$ cat config.mk
export PLATFORM = sky130hd
export DESIGN_NAME = neighbor_fetch
export DESIGN_NICKNAME = d
export VERILOG_FILES = /design/src/rtl/neighbor_fetch_pkg.sv /design/src/rtl/nf_skid_fifo.sv /design/src/rtl/neighbor_fetch.sv
export SDC_FILE = /design/constraint.sdc
export NUM_CORES = 1
export LEC_CHECK = 0
export CAP_MARGIN = 20
export CORE_MARGIN = 2
export CORE_UTILIZATION = 40
export DETAILED_ROUTE_END_ITERATION = 7
export PLACE_DENSITY = 0.58
export RECOVER_POWER = 25
export SYNTH_ARGS = -nofsm -noshare
export SYNTH_HDL_FRONTEND = slang
export SYNTH_SLANG_ARGS = --single-unit
$ cat constraint.sdc
create_clock -name clk_in -period 2.8 [get_ports clk_in]
set_input_delay 0.56 -clock clk_in [delete_from_list [all_inputs] [get_ports clk_in]]
set_output_delay 0.56 -clock clk_in [all_outputs]
set_load 0.01 [all_outputs]
$ cat src/rtl/neighbor_fetch_pkg.sv
// Shared types and constants for the neighbour fetch block: FSM states,
// adjacency header field positions and the padding word value.
package neighbor_fetch_pkg;

    typedef enum logic [1:0] {
        IDLE,
        HDR,
        STREAM,
        DONE
    } nf_state_e;

    // Header word: [31:16] list pointer, [15:0] degree
    localparam int PTR_MSB = 31;
    localparam int PTR_LSB = 16;
    localparam int DEG_MSB = 15;
    localparam int DEG_LSB = 0;

    localparam logic [31:0] NULL_WORD = 32'h0000_0000;

endpackage

$ cat src/rtl/nf_skid_fifo.sv
// Small synchronous FIFO holding neighbour words that arrive while the
// consumer stalls; any depth >= 2, simultaneous push and pop allowed when full.
module nf_skid_fifo #(
    parameter int DEPTH = 3,
    parameter int WIDTH = 48
) (
    input  logic             gclk,
    input  logic             grst_n,
    input  logic             push,
    input  logic [WIDTH-1:0] push_data,
    input  logic             pop,
    output logic [WIDTH-1:0] pop_data,
    output logic             full,
    output logic             empty
);

    localparam int PW = (DEPTH > 1) ? $clog2(DEPTH) : 1;
    localparam int CW = $clog2(DEPTH + 1);

    logic [DEPTH-1:0][WIDTH-1:0] mem;
    logic [PW-1:0]               rd_ptr, wr_ptr;
    logic [CW-1:0]               cnt;
    logic                        do_push, do_pop;

    assign full     = (cnt == CW'(DEPTH));
    assign empty    = (cnt == '0);
    assign do_pop   = pop & ~empty;
    assign do_push  = push & (~full | do_pop);
    assign pop_data = mem[rd_ptr];

    always_ff @(posedge gclk or negedge grst_n) begin
        if (!grst_n) begin
            mem    <= '0;
            rd_ptr <= '0;
            wr_ptr <= '0;
            cnt    <= '0;
        end else begin
            if (do_push) begin
                mem[wr_ptr] <= push_data;
                wr_ptr      <= (wr_ptr == PW'(DEPTH - 1)) ? '0 : wr_ptr + PW'(1);
            end
            if (do_pop)
                rd_ptr <= (rd_ptr == PW'(DEPTH - 1)) ? '0 : rd_ptr + PW'(1);
            cnt <= cnt + CW'(do_push) - CW'(do_pop);
        end
    end

endmodule

$ cat src/rtl/neighbor_fetch.sv
// Reads a vertex adjacency header and streams its neighbour words with credit-based
// prefetch. Optional padding-word drop: define NEIGHBOR_FETCH_NULL_SKIP_EN.
module neighbor_fetch
    import neighbor_fetch_pkg::*;
#(
    parameter int ADDR_WIDTH   = 16,
    parameter int MAX_DEGREE   = 16,
    parameter int BRAM_LATENCY = 2
) (
    input  logic                  clk_in,
    input  logic                  rst_in,
    input  logic [ADDR_WIDTH-1:0] req_addr_in,
    input  logic                  req_valid_in,
    output logic                  req_ready_out,
    output logic [ADDR_WIDTH-1:0] mem_addr_out,
    input  logic [31:0]           mem_data_in,
    output logic [31:0]           vertex_out,
    output logic [ADDR_WIDTH-1:0] vertex_addr_out,
    output logic                  vertex_valid_out,
    input  logic                  vertex_ready_in,
    output logic                  done_out,
    output logic [15:0]           count_out,
    output logic                  clamp_err_out
);

    localparam int          FIFO_DEPTH   = BRAM_LATENCY + 1;
    localparam int          ENTRY_W      = ADDR_WIDTH + 32;
    localparam logic [2:0]  CREDITS_INIT = 3'(FIFO_DEPTH);
    localparam logic [2:0]  HDR_LAST     = 3'(BRAM_LATENCY);
    localparam logic [15:0] MAX_DEG16    = 16'(MAX_DEGREE);

    nf_state_e                               state, state_nxt;
    logic [2:0]                              hdr_cnt, credits;
    logic [ADDR_WIDTH-1:0]                   ptr, issue_addr, ret_addr;
    logic [15:0]                             deg_eff, issued, resolved, resolved_nxt, count;
    logic [15:0]                             hdr_deg, hdr_deg_eff;
    logic [BRAM_LATENCY:0]                   vld_pipe;
    logic [BRAM_LATENCY:0][ADDR_WIDTH-1:0]   addr_pipe;
    logic                                    accept, hdr_hit, issue, ret_vld, drop, word_vld;
    logic                                    transfer, push, pop, fifo_full, fifo_empty;
    logic [ENTRY_W-1:0]                      fifo_head;

    assign accept      = (state == IDLE) & req_valid_in;
    assign hdr_hit     = (state == HDR) & (hdr_cnt == HDR_LAST);
    assign hdr_deg     = mem_data_in[DEG_MSB:DEG_LSB];
    assign hdr_deg_eff = (hdr_deg > MAX_DEG16) ? MAX_DEG16 : hdr_deg;
    assign ret_vld     = vld_pipe[BRAM_LATENCY];
    assign ret_addr    = addr_pipe[BRAM_LATENCY];
    assign issue_addr  = ptr + ADDR_WIDTH'(issued);

`ifdef NEIGHBOR_FETCH_NULL_SKIP_EN
    assign drop = ret_vld & (mem_data_in == NULL_WORD);
`else
    assign drop = 1'b0;
`endif
    assign word_vld = ret_vld & ~drop;

    // Returning words bypass the FIFO when it is empty so a word is visible the
    // cycle it leaves the BRAM; only stalled words are queued.
    assign vertex_valid_out = ~fifo_empty | word_vld;
    assign {vertex_addr_out, vertex_out} = !fifo_empty ? fifo_head
                                         : (word_vld ? {ret_addr, mem_data_in} : '0);
    assign transfer = vertex_valid_out & vertex_ready_in;
    assign pop      = ~fifo_empty & vertex_ready_in;
    assign push     = word_vld & ~(fifo_empty & vertex_ready_in);

    // A credit freed this cycle can be spent this cycle, keeping one read per cycle.
    assign issue = (state == STREAM) & (issued != deg_eff)
                 & ((credits != '0) | transfer | drop);
    assign resolved_nxt = resolved + 16'(transfer) + 16'(drop);
    assign count_out    = count;

    nf_skid_fifo #(
        .DEPTH (FIFO_DEPTH),
        .WIDTH (ENTRY_W)
    ) u_fifo (
        .gclk      (clk_in),
        .grst_n    (rst_in),
        .push      (push),
        .push_data ({ret_addr, mem_data_in}),
        .pop       (pop),
        .pop_data  (fifo_head),
        .full      (fifo_full),
        .empty     (fifo_empty)
    );

    always_ff @(posedge clk_in or negedge rst_in) begin
        if (!rst_in) state <= IDLE;
        else         state <= state_nxt;
    end

    always_comb begin
        state_nxt = state;
        case (state)
            IDLE:    if (accept) state_nxt = HDR;
            HDR:     if (hdr_hit) state_nxt = (hdr_deg_eff == '0) ? DONE : STREAM;
            STREAM:  if (resolved_nxt == deg_eff) state_nxt = DONE;
            DONE:    state_nxt = IDLE;
            default: state_nxt = IDLE;
        endcase
    end

    always_comb begin
        req_ready_out = (state == IDLE);
        done_out      = (state == DONE);
    end

    always_ff @(posedge clk_in or negedge rst_in) begin
        if (!rst_in) begin
            hdr_cnt       <= '0;
            credits       <= CREDITS_INIT;
            ptr           <= '0;
            deg_eff       <= '0;
            issued        <= '0;
            resolved      <= '0;
            count         <= '0;
            clamp_err_out <= 1'b0;
            mem_addr_out  <= '0;
            vld_pipe      <= '0;
            addr_pipe     <= '0;
        end else begin
            vld_pipe  <= {vld_pipe[BRAM_LATENCY-1:0], issue};
            addr_pipe <= {addr_pipe[BRAM_LATENCY-1:0], issue_addr};
            if (accept) begin
                hdr_cnt       <= '0;
                credits       <= CREDITS_INIT;
                issued        <= '0;
                resolved      <= '0;
                count         <= '0;
                clamp_err_out <= 1'b0;
                mem_addr_out  <= req_addr_in;
            end else begin
                if (state == HDR) hdr_cnt <= hdr_cnt + 3'd1;
                if (hdr_hit) begin
                    ptr     <= ADDR_WIDTH'(mem_data_in[PTR_MSB:PTR_LSB]);
                    deg_eff <= hdr_deg_eff;
                    if (hdr_deg > MAX_DEG16) clamp_err_out <= 1'b1;
                end
                if (issue) begin
                    mem_addr_out <= issue_addr;
                    issued       <= issued + 16'd1;
                end
                credits  <= credits + 3'(transfer) + 3'(drop) - 3'(issue);
                resolved <= resolved_nxt;
                count    <= count + 16'(transfer);
            end
        end
    end

    a_no_overflow: assert property (@(posedge clk_in) disable iff (!rst_in)
        !(push && fifo_full && !pop));

endmodule
Word level (Yosys, flattened, before mapping):

Index checks and enable logic that the tools add are counted.

* input port bits: 52
* register bits: 306

* magnitude comparators: 4
* mux-type cells: 27
* equality and inequality tests: 12
* bitwise logic cells: 17
* reduce and logical (&&, ||, !) cells: 12
* add/sub/neg operators: 11

Operators with widths (count)
* 2-to-1 mux 48 bit: 4
* bitwise mux 144 bit: 1
* 2-to-1 mux 16 bit: 7
* binary-select mux 48 bit (select 2 bit): 1
* demux 48 bit (select 2 bit): 1
* adder 16 x 1 -> 16 bit: 2
* adder 16 x 1 -> 16 bit, second input constant: 1
* adder 16 bit: 1
* == test 16 bit: 1
* > comparator 16 x 5 -> 1 bit, second input constant: 1
* zero test 16 bit: 1
* inequality test 16 bit: 1
* bitwise AND 1 bit: 10
* == test 2 bit, second input constant: 5
* 2-to-1 mux 2 bit: 5
* 2-to-1 mux 3 bit: 3
* case mux 2 bit (4 select lines): 1
* nonzero test 2 bit: 4
* less-than comparator 2 x 3 -> 1 bit, second input constant: 2
* adder 2 x 1 -> 2 bit, second input constant: 2
* zero test 2 bit: 2
* 2-to-1 mux 1 bit: 4
* inequality test 2 x 1 -> 1 bit, second input constant: 2
* inverter 1 bit: 4
* other kinds (14): 17

Logic depth before layout (Yosys ltp):

Gate-level depths: netlist of the first run.

* word-level depth: 8
* depth in mapped cells: 12
* gate-level depth less buffers: 11

Cells and area by module:

From an unflattened synthesis of the first run, not the netlist that was laid out.

* cells, all modules: 1348
* area total of the unflattened synthesis: 14615.3 µm²

Modules (own cells, without submodules)
* neighbor_fetch: sequential area each 3906.2 µm², area each 7968.9 µm², cells an instance 855, instances 1
* nf_skid_fifo: sequential area each 3753.6 µm², area each 6646.4 µm², cells an instance 493, instances 1

Worst setup path before layout of the first run:

OpenSTA, ideal clock, no wires.

* path type: flip-flop to flip-flop
* from: register vld_pipe[2]
* to: register credits[2]
* path slack: -135 ps
* data arrival time: 2804 ps
* buffers on the path: 1
* stages on the path, launching flop included: 12
* setup time: 132 ps
* path through: dfrtp_1 > or3_1 > and2_1 > nor4_1 > nor3_4 > buf_2 > ha_1 > inv_1 > ha_1 > fa_1 > xnor2_1 > nor2_1

* longest elaborated chain between the ends: 6
* elaborated cells between the ends (all ways): 7

Ends and longest elaborated chain
* from (decl): line neighbor_fetch.sv:37 `logic [BRAM_LATENCY:0] vld_pipe;`
* from (signal assigned): line neighbor_fetch.sv:122 `vld_pipe <= {vld_pipe[BRAM_LATENCY-1:0], issue};`
* OR 1 bit: line neighbor_fetch.sv:60 `assign vertex_valid_out = ~fifo_empty | word_vld;`
* named net vertex_valid_out: line neighbor_fetch.sv:19 `output logic vertex_valid_out,`
* bitwise AND 1 bit: line neighbor_fetch.sv:63 `assign transfer = vertex_valid_out & vertex_ready_in;`
* OR 1 bit: line neighbor_fetch.sv:69 `& ((credits != '0) | transfer | drop);`
* bitwise AND 1 bit: line neighbor_fetch.sv:69
* named net issue: line neighbor_fetch.sv:39 `logic accept, hdr_hit, issue, ret_vld, drop, word_vld;`
* subtractor 3 x 1 -> 3 bit: line neighbor_fetch.sv:143 `credits <= credits + 3'(transfer) + 3'(drop) - 3'(issue);`
* 2-to-1 mux 3 bit: line neighbor_fetch.sv:124 `if (accept) begin`
* to (signal assigned): line neighbor_fetch.sv:143
* to (decl): line neighbor_fetch.sv:33 `logic [2:0] hdr_cnt, credits;`

The timed path passes the listed nets, and every way through them passes these cells.
A chain may end at the register's enable or synchronous reset.

Final worst setup path of the first run:

* from: register u_fifo.cnt[0]
* to: output vertex_addr_out[15]

* longest elaborated chain between the ends: 2

Ends and longest elaborated chain
* from (decl): line nf_skid_fifo.sv:22 `logic [CW-1:0] cnt;`
* from (signal assigned): line nf_skid_fifo.sv:44 `cnt <= cnt + CW'(do_push) - CW'(do_pop);`
* zero test 2 bit: line nf_skid_fifo.sv:26 `assign empty = (cnt == '0);`
* 2-to-1 mux 48 bit: line neighbor_fetch.sv:61 `assign {vertex_addr_out, vertex_out} = !fifo_empty ? fifo_head`
* to (decl): line neighbor_fetch.sv:18 `output logic [ADDR_WIDTH-1:0] vertex_addr_out,`

No other way between the ends.

==> results.py, run 1 <==
metrics = {
    "critical_path": {
        "end_kind": "output port",
        "crit_path_start_kind": "flip-flop",
        "r2r_cells": 11,
        "reg2reg_to": "state[1]",
        "worstSetupPathType": "reg -> out",
        "cp_data_required_time_ps": 2240,
        "crit_fanout": 35,
        "crit_arrival_ps": 2170,
        "reg2reg_slack_ps": 140,
        "rr_startpoint": "u_fifo.cnt[1]",
    },
    "timing": {
        "maxSlewHeadroom": 0.03390,
        "period_minus_slack_ps": 2733,
        "hold_violations": 0,
        "finClkSkew_ps": 15.59,
        "maxSlewViolCount": 0,
        "post-route-period-util": 0.9759,
        "rsz0062_at_grt": "yes",
        "worstMarginPinSlew_ps": 1449,
        "timing.fmax_mhz": 365.9,
        "finalSetupViolCount": 0,
        "finalSetupTns_ps": 0,
    },
    "global_route": {
        "grt_first_pass_wirelength_um": 56980,
        "antenna_found_initial": 0,
        "grt_overflow": 0,
        "grt_pass1_vias": 10452,
        "gr-usage-all-layers": 0.1869,
        "grt_max_degree": 60,
    },
    "floorplanning": {
        "core-area_um2": 35480,
        "die_x_um": 193.4,
        "initial_core_util": 0.4043,
        "rows": 69,
        "io_pins": 136,
        "dieArea_um2": 37390,
        "fp.dieH_um": 193.4,
    },
    "drt": {
        "wl_met3_um": 1452,
        "vias_per_cell": 5.188,
        "drc": 0,
        "drtAntennaViolNets": 0,
        "dr_wl_met2_um": 16890,
        "wl_per_cell_um": 17.88,
        "finalWirelength_um": 35350,
        "drt-met1-wl_um": 16350,
        "drt_iter0_drc": 427,
        "drt_first_pass_iters": 5,
        "vias": 10256,
        "top_layer": "met4",
    },
    "clock_tree": {
        "cts_tree": "done",
        "clk_pin_slew_ps": 60,
        "htreeDepth": 2,
        "numCtsBuffers": 35,
        "cts.sinks": 306,
        "insertion_delay_ps": 510,
        "clockBufferDepth": 3,
        "cts-root-buf": "clkbuf_16",
    },
    "min_path": {
        "min-delay-start": "addr_pipe[8]",
        "hold_depth": 0,
        "worstHoldEndpoint": "addr_pipe[24]",
        "hp-class": "reg -> reg",
    },
    "yosys": {
        "netlist_instances": 1291,
        "synthSimpleGateAreaFrac": 0.1108,
        "ys_ff_latch": 306,
        "syn_avg_cell_area_um2": 11.11,
        "synth.area.mux_share": 0.1595,
        "synth_compound_area_frac": 0.08618,
        "synthTopCellsByCount": "dfrtp_1, a21oi_1, mux2_2",
        "mappedNetlistArea_um2": 14350,
        "synth_flop_cell": "dfrtp_1",
        "ys_seq_area_frac": 0.5340,
        "syn_nets": 1375,
        "synth_top_area_frac": 0.5303,
        "synthXorXnorAreaFrac": 0.05434,
        "yosysUniqueCellTypes": 62,
        "yosys_warnings": 0,
        "async_flop_share": 1.000,
        "synth_edf_count": 0,
        "yosysTopAreaCell": "dfrtp_1",
        "synth_top_family_by_area": "multiplexers",
        "yosysMostFrequentCell": "dfrtp_1",
        "synthTopCellsByArea": "dfrtp_1, mux2_2, a21oi_1, mux2i_1, xnor2_1",
        "synthAdderAreaFrac": 0.02896,
    },
    "cells_and_area": {
        "fin_nets": 1577,
        "regArea_um2": 7661,
        "area_delta_synth_final_pct": 27.72,
        "post-route-util": 0.5163,
        "nFillCells": 3178,
        "antenna-diode-count": 0,
        "drive_gt1_frac": 0.2368,
        "fin_area_um2": 18320,
        "multi_input_area_um2": 6551,
    },
    "place": {
        "gp_congestion": 0.8609,
        "io_buffers": 135,
        "dp_hpwl_um": 23560,
        "placed_cell_area_um2": 16840,
    },
    "power_and_ir_drop": {
        "p_per_area_nw_per_um2": 1137,
        "p_leak_nw": 8.275,
        "power.total_mw": 20.82,
        "ir_drop_v": 0.0005427,
    },
    "outcome": {
        "status": "completed",
    },
    "job": {
        "maxCapViolCount": 0,
    },
}
-- power breakdown --
part | leakage [nW] | switching (mW) | internal (mW)
Combinational | 3.93 | 4.40 | 4.49
Clock | 0.569 | 1.76 | 2.77
Sequential | 3.78 | 1.10 | 6.30
Total | 8.28 | 7.26 | 13.6
-- state kept, by name, indices dropped and copies added, names as in the netlist --
name,flops
u_fifo.mem,144
addr_pipe,32
count_out,16
deg_eff,16
issued,16
mem_addr_out,16
ptr,16
resolved,16
ret_addr,16
credits,3
hdr_cnt,3
vld_pipe,3
state,2
u_fifo.cnt,2
u_fifo.rd_ptr,2
u_fifo.wr_ptr,2
clamp_err_out,1
-- metrics by stage --
stage,worst slack [ps],hold WS (ps),cells
after floorplan,23.84,264.4,1291
after global placement,-339.4,331.9,1904
after detailed placement,-391.3,334.7,1904
after CTS,-115.4,347.1,1970
after global routing,-30.41,351.9,1977
final,67.37,343.2,1977
-- metal layers --
layer / vias up / track usage
met2: 198 / 0.3098
met1: 5127 / 0.2557
li1: 4888 / -
met3: 43 / 0.03103
met4: 0 / 0.04750
met5: - / 0
-- cell type report --
| type | count | area share |
|---|---|---|
| flip-flops and latches | 306 | 0.4182 |
| multi-input cells | 892 | 0.3576 |
| repair buffers | 235 | 0.1255 |
| clock buffers | 48 | 0.05436 |
| well taps | 461 | 0.03148 |
| clock inverters | 12 | 0.008195 |
| inverters | 23 | 0.004712 |
-- worst max path at each step --
stage,start,to
after floorplan,vld_pipe[2],credits[2]
after global placement,vertex_ready_in,state[1]
after detailed placement,vertex_ready_in,state[1]
after CTS,u_fifo.rd_ptr[1],vertex_out[27]
after global routing,rst_in,addr_pipe[8]
final,u_fifo.cnt[0],vertex_addr_out[15]
-- placed cells by master (no fill, tap or decap), types with 42 or more instances in the layout --
cell type        synthesis  routed
dfrtp_1                304     303
a21oi_1                163     150
mux2_2                 145     145
nor2_1                 112     112
nand2_1                107     105
clkdlybuf4s50_1          0      86
buf_4                    2      76
mux2i_1                 64      64
xnor2_1                 58      54
dlygate4sd2_1            0      42
-- worst max-delay path, stage by stage (launching register included) --
cell and delay, ps:
dfrtp_1 380, buf_4 140, or2_4 290, buf_4 160, buf_12 160, a21oi_1 160, a21oi_2 70, dlygate4sd2_1 290
-- timing repair --
item	4_1_cts	5_1_grt
buffers inserted	4	6
resized for setup	57	40
endpoints found under the hold margin	46	0
pin swaps	6	19
gates cloned	1	1
setup endpoints to repair	47	23
hold buffers	1	0
-- cells by family after synthesis --
logic type / Yosys count
XOR/XNOR: 89
flip-flops: 306
buffers and inverters: 93
AND/OR/NAND/NOR: 337
AO/OA/AOI/OAI: 224
multiplexers: 210
adder cells (fa/ha/maj): 32
Note: power is estimated with default switching activity, not from simulation.
==> inputs of run 2 (changes only) <==
--- a/config.mk
+++ b/config.mk
@@ -8,6 +8,7 @@
 export CAP_MARGIN = 20
 export CORE_MARGIN = 2
 export CORE_UTILIZATION = 40
+export CTS_BUF_LIST = sky130_fd_sc_hd__clkbuf_4 sky130_fd_sc_hd__clkbuf_8 sky130_fd_sc_hd__clkbuf_16
 export DETAILED_ROUTE_END_ITERATION = 7
 export PLACE_DENSITY = 0.58
 export RECOVER_POWER = 25
==> run 2 against run 1 <==
Clock-buffer cell count is the same. Largest power group unchanged. Clock skew is 3.0 ps higher. Routed wire length about the same. Global-route usage hardly changed. Utilization grew 0.074 points. Maximum frequency up 0.17%. Final area is 0.14% higher. Register-to-register slack barely moved. Combinational power about the same.
==> results.py, run 2 (synthesis gave the netlist of run 1 again) <==
metrics = {
    "clock_tree": {
        "cts-root-buf": "clkbuf_16",
        "insertion_delay_ps": 510,
        "clk_pin_slew_ps": 60,
        "numCtsBuffers": 35,
        "cts.sinks": 306,
        "cts_tree": "done",
        "clockBufferDepth": 3,
        "htreeDepth": 2,
    },
    "critical_path": {
        "cp_data_required_time_ps": 2240,
        "rr_startpoint": "u_fifo.cnt[1]",
        "crit_path_end": "vertex_addr_out[15]",
        "end_kind": "output port",
        "reg2reg_slack_ps": 140,
        "worstSetupPathType": "reg -> out",
        "crit_arrival_ps": 2170,
        "reg2reg_to": "state[1]",
        "slowest_delay_ps": 380,
        "crit_path_start_kind": "flip-flop",
        "crit_buf_inv": 4,
        "cpMaxStageDelayCell": "dfrtp_1",
        "cp_top_family": "buffers and inverters",
        "cp_cell_sequence": "buf_4 > or2_4 > buf_4 > buf_12 > a21oi_1 > a21oi_2 > dlygate4sd2_1",
        "critical_path_depth": 7,
        "crit_fanout": 35,
        "critPathLaunch": "u_fifo.cnt[0]",
        "cpMostUsedCell": "buf_4",
        "r2r_cells": 11,
    },
    "global_route": {
        "grt_max_degree": 60,
        "grt_pass1_vias": 10457,
        "antenna_found_initial": 0,
        "grt_overflow": 0,
        "grt_first_pass_wirelength_um": 56990,
        "gr-usage-all-layers": 0.1870,
    },
    "place": {
        "io_buffers": 135,
        "dp_cells": 1904,
        "dp_hpwl_um": 23560,
        "gp_congestion": 0.8609,
    },
    "timing": {
        "maxSlewViolCount": 0,
        "worstMarginPinSlew_ps": 1429,
        "hold_violations": 0,
        "post-route-period-util": 0.9743,
        "timing.fmax_mhz": 366.6,
        "finalSetupViolCount": 0,
        "whs_ps": 342.5,
        "maxSlewHeadroom": 0.04740,
        "rsz0062_at_grt": "yes",
        "finClkSkew_ps": 18.64,
        "period_minus_slack_ps": 2728,
        "finalSetupTns_ps": 0,
    },
    "cells_and_area": {
        "fin_cells": 1977,
        "final_cell_mix": "dfrtp_1, a21oi_1, mux2_2, nor2_1, nand2_1",
        "fin_nets": 1577,
        "area_delta_synth_final_pct": 27.90,
        "top_regs": "u_fifo.mem: 144 flops, addr_pipe: 32 flops",
        "final_common_cell": "dfrtp_1",
        "drive_gt1_frac": 0.2414,
        "nFillCells": 3174,
        "regMostFlops": "u_fifo.mem",
        "antenna-diode-count": 0,
        "largest_reg_flops": 144,
    },
    "drt": {
        "drc": 0,
        "vias": 10212,
        "drtAntennaViolNets": 0,
        "drt_first_pass_iters": 4,
        "vias_per_cell": 5.165,
        "wl_per_cell_um": 17.86,
        "finalWirelength_um": 35320,
        "drt_iter0_drc": 385,
    },
    "job": {
        "maxCapViolCount": 0,
    },
    "min_path": {
        "hp-class": "reg -> reg",
    },
    "floorplanning": {
        "fp.dieH_um": 193.4,
        "initial_core_util": 0.4043,
        "core-area_um2": 35480,
        "dieArea_um2": 37390,
        "rows": 69,
        "io_pins": 136,
        "die_x_um": 193.4,
    },
    "outcome": {
        "status": "completed",
    },
    "power_and_ir_drop": {
        "p_per_area_nw_per_um2": 1139,
        "p_leak_nw": 8.299,
        "ir_drop_v": 0.0005459,
    },
}
## run 2: cell type report
type	count	area, µm²	area share
clock buffers	48	1022	0.05571
inverters	23	86.33	0.004705
flip-flops and latches	306	7661	0.4176
multi-input cells	892	6551	0.3571
repair buffers	235	2300	0.1253
clock inverters	12	150.1	0.008183
well taps	461	576.8	0.03144
## run 2: timing repair
item,CTS,global route
gates resized for setup,57,40
hold buffers,1,0
setup endpoints to repair,47,23
cloned,1,1
hold endpoints to repair,46,0
pin swaps,6,19
setup buffers,4,6
## run 2: worst min-delay path by stage
stage | startpoint | to | slack [ps] | depth (start not counted)
floorplan | rst_in | addr_pipe[0] | 260 | 0
global placement | addr_pipe[2] | addr_pipe[18] | 330 | 0
detailed placement | addr_pipe[4] | addr_pipe[20] | 330 | 0
CTS | addr_pipe[9] | addr_pipe[25] | 350 | 0
global route | addr_pipe[7] | addr_pipe[23] | 350 | 0
finish | addr_pipe[8] | addr_pipe[24] | 340 | 0
## run 2: per-stage QoR
stage / power (mW) / cell area, µm² / util / worst slack, ps
finish: 20.89 / 18350 / 0.5171 / 72.01
global route: 22.32 / 18350 / 0.5171 / -30.07
CTS: 20.89 / 18090 / 0.5099 / -115.5
detailed placement: 16.47 / 16840 / 0.4745 / -391.3
global placement: 16.27 / 16840 / 0.4745 / -339.4
floorplan: 12.54 / 14360 / - / 23.84
## run 2: where the power goes
group / leakage, nW / switching [mW] / internal [mW]
Sequential: 3.78 / 1.10 / 6.30
Clock: 0.593 / 1.77 / 2.83
Combinational: 3.93 / 4.39 / 4.49
Total: 8.30 / 7.26 / 13.6
## run 2: layer usage
| metal | GRT usage | vias to the layer above | routed length (µm) |
|---|---|---|---|
| met4 | 0.04665 | 0 | 644 |
| met3 | 0.03190 | 42 | 1446 |
| met5 | 0 | - | 0 |
| met2 | 0.3106 | 188 | 16910 |
| met1 | 0.2549 | 5106 | 16310 |
| li1 | - | 4876 | - |
